==> src/rtl/uart_arb_pkg.sv <==
// Shared definitions for the UART TX arbiter: FSM encodings, speed codes, limits.
package uart_arb_pkg;

  typedef enum logic [2:0] {
    S_IDLE    = 3'd0,
    S_SPEED   = 3'd1,
    S_SPDWAIT = 3'd2,
    S_SEND    = 3'd3,
    S_HOLD    = 3'd4
  } arb_state_t;

  localparam logic SPEED_DEFAULT = 1'b0;
  localparam logic SPEED_ALT     = 1'b1;

  localparam int MAX_REQ = 4;

endpackage

==> src/rtl/uart_tx_arbiter_rr_pick.sv <==
// rr_pick: combinational round-robin selector. The winner is the first asserted
// request strictly after i_ptr, wrapping around, so the last owner goes last.
module rr_pick #(
  parameter int N     = 2,
  parameter int IDX_W = 1
) (
  input  logic [N-1:0]     i_req,
  input  logic [IDX_W-1:0] i_ptr,
  output logic [N-1:0]     o_onehot,
  output logic [IDX_W-1:0] o_idx,
  output logic             o_any
);

  // Rotate the request vector so bit 0 is the slot right after the pointer.
  logic [N-1:0] w_rot;
  assign w_rot = N'({i_req, i_req} >> (int'(i_ptr) + 1));

  // Lowest set bit of the rotated vector wins; map it back to a lane index.
  always_comb begin
    o_idx = '0;
    o_any = 1'b0;
    for (int k = N - 1; k >= 0; k--) begin
      if (w_rot[k]) begin
        o_any = 1'b1;
        o_idx = IDX_W'((int'(i_ptr) + 1 + k) % N);
      end
    end
  end

  assign o_onehot = o_any ? (N'(1) << o_idx) : '0;

endmodule

==> src/rtl/uart_tx_arbiter.sv <==
// uart_tx_arbiter: packet-granular round-robin sharing of one UART transmitter.
// Switches the UART baud speed per packet before the first byte goes out.
// Optional stall timeout: define UART_ARB_TIMEOUT_EN.
module uart_tx_arbiter
  import uart_arb_pkg::*;
#(
  parameter int NUM_REQ        = 2,
  parameter int TIMEOUT_CYCLES = 1000000
) (
  input  logic                   i_clk,
  input  logic                   i_rst,
  input  logic [NUM_REQ-1:0]     i_req_valid,
  input  logic [8*NUM_REQ-1:0]   i_req_data,
  input  logic [NUM_REQ-1:0]     i_req_last,
  input  logic [NUM_REQ-1:0]     i_req_speed,
  output logic [NUM_REQ-1:0]     o_req_ready,
  output logic [NUM_REQ-1:0]     o_grant,
  output logic [7:0]             o_tx_data,
  output logic                   o_tx_send,
  input  logic                   i_tx_busy,
  output logic                   o_tx_req_speed,
  input  logic                   i_tx_cur_speed,
  output logic                   o_timeout
);

  localparam int IDX_W = (NUM_REQ > 1) ? $clog2(NUM_REQ) : 1;

  logic [NUM_REQ-1:0][7:0] w_lanes;
  logic [NUM_REQ-1:0]      w_win_oh;
  logic [IDX_W-1:0]        w_win_idx;
  logic                    w_any;

  arb_state_t              r_state;
  logic [IDX_W-1:0]        r_ptr;
  logic [IDX_W-1:0]        r_gidx;
  logic [NUM_REQ-1:0]      r_grant;
  logic [NUM_REQ-1:0]      r_ready;
  logic                    r_send;
  logic [7:0]              r_data;
  logic                    r_req_speed;
  logic                    r_last;
  logic                    r_hold1;
`ifdef UART_ARB_TIMEOUT_EN
  logic [31:0]             r_cnt;
  logic                    r_timeout;
`endif

  assign w_lanes = i_req_data;

  rr_pick #(.N(NUM_REQ), .IDX_W(IDX_W)) u_pick (
    .i_req    (i_req_valid),
    .i_ptr    (r_ptr),
    .o_onehot (w_win_oh),
    .o_idx    (w_win_idx),
    .o_any    (w_any)
  );

  // Arbitration FSM: grant, speed switch, byte send, post-send hold.
  always_ff @(posedge i_clk) begin
    if (i_rst) begin
      r_state     <= S_IDLE;
      r_ptr       <= IDX_W'(NUM_REQ - 1);
      r_gidx      <= '0;
      r_grant     <= '0;
      r_ready     <= '0;
      r_send      <= 1'b0;
      r_data      <= '0;
      r_req_speed <= SPEED_DEFAULT;
      r_last      <= 1'b0;
      r_hold1     <= 1'b0;
`ifdef UART_ARB_TIMEOUT_EN
      r_cnt       <= '0;
      r_timeout   <= 1'b0;
`endif
    end else begin
      r_ready <= '0;
      r_send  <= 1'b0;
`ifdef UART_ARB_TIMEOUT_EN
      r_timeout <= 1'b0;
`endif
      case (r_state)
        S_IDLE: begin
          if (w_any) begin
            r_grant <= w_win_oh;
            r_gidx  <= w_win_idx;
            r_state <= S_SPEED;
          end
        end
        S_SPEED: begin
          // Only retune between frames so a byte in flight keeps its baud.
          if (i_req_speed[r_gidx] == r_req_speed) begin
            r_state <= S_SEND;
          end else if (!i_tx_busy) begin
            r_req_speed <= i_req_speed[r_gidx];
            r_state     <= S_SPDWAIT;
          end
        end
        S_SPDWAIT: begin
          if (i_tx_cur_speed == r_req_speed) r_state <= S_SEND;
        end
        S_SEND: begin
          if (i_req_valid[r_gidx] && !i_tx_busy) begin
            r_data          <= w_lanes[r_gidx];
            r_send          <= 1'b1;
            r_ready[r_gidx] <= 1'b1;
            r_last          <= i_req_last[r_gidx];
            r_hold1         <= 1'b1;
            r_state         <= S_HOLD;
`ifdef UART_ARB_TIMEOUT_EN
            r_cnt           <= '0;
          end else if (!i_req_valid[r_gidx]) begin
            if (r_cnt == 32'(TIMEOUT_CYCLES - 1)) begin
              r_timeout <= 1'b1;
              r_ptr     <= r_gidx;
              r_grant   <= '0;
              r_cnt     <= '0;
              r_state   <= S_IDLE;
            end else begin
              r_cnt <= r_cnt + 32'd1;
            end
`endif
          end
        end
        S_HOLD: begin
          // First cycle is blind: the UART only raises busy a cycle after the strobe.
          if (r_hold1) begin
            r_hold1 <= 1'b0;
          end else if (!i_tx_busy) begin
            if (r_last) begin
              r_ptr   <= r_gidx;
              r_grant <= '0;
              r_state <= S_IDLE;
            end else begin
              r_state <= S_SEND;
            end
          end
        end
        default: r_state <= S_IDLE;
      endcase
    end
  end

  assign o_req_ready    = r_ready;
  assign o_grant        = r_grant;
  assign o_tx_data      = r_data;
  assign o_tx_send      = r_send;
  assign o_tx_req_speed = r_req_speed;
`ifdef UART_ARB_TIMEOUT_EN
  assign o_timeout      = r_timeout;
`else
  assign o_timeout      = 1'b0;
`endif

endmodule
==> config.mk <==
export PLATFORM = sky130hd
export DESIGN_NAME = uart_tx_arbiter
export DESIGN_NICKNAME = d
export VERILOG_FILES = /design/src/rtl/uart_arb_pkg.sv /design/src/rtl/uart_tx_arbiter_rr_pick.sv /design/src/rtl/uart_tx_arbiter.sv
export SDC_FILE = /design/constraint.sdc
export NUM_CORES = 1
export LEC_CHECK = 0
export BUFFER_PORTS_ARGS = -buffer_cell sky130_fd_sc_hd__clkbuf_2
export CORE_MARGIN = 10
export CORE_UTILIZATION = 43
export CTS_CLUSTER_SIZE = 12
export DETAILED_ROUTE_END_ITERATION = 12
export GPL_ROUTABILITY_DRIVEN = 0
export PLACE_DENSITY_LB_ADDON = 0.05
export SYNTH_ARGS = -nofsm -noshare
export SYNTH_HDL_FRONTEND = slang
export SYNTH_SLANG_ARGS = --single-unit
==> constraint.sdc <==
create_clock -name i_clk -period 1.82 [get_ports i_clk]
set_input_delay 0.182 -clock i_clk [delete_from_list [all_inputs] [get_ports i_clk]]
set_output_delay 0.182 -clock i_clk [all_outputs]
set_load 0.01 [all_outputs]
==> run_results.csv <==
group,metric,value,unit
timing,timing.final.ws_setup,252,ps
worst_setup_path,ff2ff_path_depth,5,
worst_setup_path,rrSetupSlack,250,ps
timing,hold_violations,0,
placement,port_buffers,39,
cts,cts-resized-gates,0,
global_routing,grt_pass1_vias,999,
synth,syn_area_per_cell,9.25,sq um
timing,skew,5.45,ps
worst_setup_path,worst_setup_path_start_kind,"register",
floorplanning,design.core.area,0.00243,sq mm
synth,syn_nets,142,
run_status,status,"complete, no violations",
synth,yosys_register_bits,21,
route,finalWirelength,2.62,mm
global_routing,grt_start_max_net_pins,22,
worst_hold_path,min_to,"o_tx_data[5]",
cts,cts_buffer_depth,2,
finish,seq_area,420,sq um
finish,n_antenna_cell,0,
timing,fin_crit_sh,0.861,
global_routing,grt_util_met1,0.120,
timing,tns,0,ps
worst_setup_path,r2r_end,"o_tx_data[7]",
placement,pre_cts_ws,261,ps
route,wl_per_cell,14.2,microns
synth,synthArstFlopShare,0,
global_routing,antenna_found_initial,0,
timing,max_freq,638,MHz
worst_hold_path,hold_class,"primary input to register",
timing,rsz0062_at_grt,"no",
global_routing,globalRouteMet3Util,0.0325,
route,postRouteAntennaNets,0,
finish,fillers,250,
route,first_pass_iters,4,
floorplanning,die_y,70.0,microns
cts,post_cts.repair.setup_buffers,0,
timing,drv_slew,0,
global_routing,track_usage,0.104,
route,drc,0,
finish,multi_input_area,588,sq um
cts,cts.sinks,21,
synth,netlist_area,0.00107,sq mm
power,p_per_area,947,mW/mm^2
worst_hold_path,min_path_cells,3,
synth,synth_commonest_cells,"dfxtp_1 (21), nor2_1 (16), mux2i_1 (11)",
worst_setup_path,worstPathMaxFanout,19,
finish,final_net_count,182,
synth,yosysMostFrequentCell,"dfxtp_1",
finish,drive_gt1_frac,0.323,
job,drv_cap,0,
worst_setup_path,arrival,1780,ps
placement,place_hpwl,2.01,mm
worst_setup_path,timing.rr.start,"r_state[2]",
finish,syn_to_final_growth,23.1,%
timing,fin_hold_ws,190,ps
route,routed_via_density,5.30,
cts,cts-buffers-inserted,3,
global_routing,busiest_layer,"met2",
cts,cts_hold_buffers,0,
global_routing,grt-ovfl-total,0,
power,ir_drop,623,uV
synth,ys_types,38,
global_routing,grt_first_pass_wirelength,4.42,mm
synth,seq_area_frac_synth,0.392,
route,vias,980,
worst_hold_path,hold_start,"i_req_data[5]",
floorplanning,io_pins,41,
cts,cts_tree,"done",
worst_setup_path,end_kind,"register",
power,p_leak,0.555,nW
timing,setup_viol,0,
worst_setup_path,critical_path_required,2040,ps
synth,netlist_instances,116,
worst_setup_path,crit_type,"register to register",
cts,root_buffer,"clkbuf_4",
cts,htree_levels,1,
floorplanning,num_rows,18,
global_routing,grt_use_met2,0.182,
synth,synth_top_area_frac,0.392,
synth,yosys_warnings,0,
worst_setup_path,startpoint,"r_state[2]",
synth,synth-edff-count,0,
timing,fin_crit,1570,ps
floorplanning,dieArea,0.00490,sq mm
cts,clkTransAtPathRegs,120,ps
cts,clock_latency,300,ps
synth,synthFlopType,"dfxtp_1",
floorplanning,start_util,0.441,
route,drt-initial-drc-count,38,
synth,yosysTopAreaCell,"dfxtp_1",
synth,netlist_top_cells_area,"dfxtp_1 (39%), mux2i_1 (10%), a211oi_1 (6.3%)",
floorplanning,fp.dieW,70.0,microns
## layout make-up
class	count	share of cell area
flip-flops and latches	21	0.318
well taps	30	0.0284
clock buffers	4	0.0199
multi-input cells	85	0.445
repair buffers	44	0.186
inverters	1	0.00284
## power by group
group	leakage, nW	internal (mW)	switching [mW]
logic	0.369	0.226	0.246
registers	0.171	0.515	0.0361
clock network	0.0150	0.0853	0.144
total	0.555	0.825	0.426
## critical path, cell delays in order (launching register included)
cell and delay [ps]:
dfxtp_1 460, nor2b_1 300, nor3b_4 270, buf_12 170, nor2_1 40, a211oi_1 230
## cells in the final DEF, fill, tap and decap left out, types with 2 or more instances in the layout
cell      synthesis  final
clkbuf_2          0     39
dfxtp_1          21     21
nor2_1           16     16
mux2i_1          11     11
a211oi_1          9      9
nand2_1           6      6
a21oi_1           5      5
nor3_1            4      4
buf_4             3      4
nand2b_1          3      3
o21ai_0           3      3
clkbuf_4          0      3
nor2b_1           2      2
o31ai_1           2      2
nor3b_1           2      2
o311a_1           2      2
## through the flow
step | cells | total power [mW] | util | instance area [sq um]
3_3_place_gp | 181 | 1.03 | 0.532 | 1290
5_1_grt | 185 | 1.35 | 0.543 | 1320
6_report | 185 | 1.25 | 0.543 | 1320
3_5_place_dp | 181 | 1.04 | 0.532 | 1290
2_1_floorplan | 116 | 0.898 | - | 1070
4_1_cts | 185 | 1.27 | 0.543 | 1320
## how the worst max path moves through the flow
stage               cells past startpoint      endpoint  slack (ps)
floorplan                               4         r_ptr         330
global placement                        4         r_ptr         300
detailed placement                      4         r_ptr         260
CTS                                     4         r_ptr         240
global route                            5  o_tx_data[1]         130
finish                                  5  o_tx_data[7]         250
## sequential cells by signal (all words and copies together) (netlist names)
signal          count
o_tx_req_speed      1
o_tx_send           1
o_req_ready         2
o_tx_data           8
r_state             3
r_gidx              1
o_grant             2
r_ptr               1
r_hold1             1
r_last              1
## kinds of logic (layout without fill, tap and decap cells)
logic type	count (synthesis)	count (layout)	share of synthesized area
and+or+nand+nor	41	41	0.209
AOI/OAI and AO/OA	29	29	0.196
DFF	21	21	0.392
muxes	12	12	0.124
buffers and inverters	10	49	0.0606
xor gates and xnor gates	2	2	0.0163
other	1	1	0.00349
## per-layer routing
layer / wire (microns) / up-vias / share of wire
met5: 0 / - / 0
met4: 8 / 0 / 0.0031
met3: 146 / 2 / 0.056
met2: 1290 / 28 / 0.49
met1: 1180 / 451 / 0.45
li1: - / 499 / -
No activity file was read; power rests on OpenSTA's default activity.
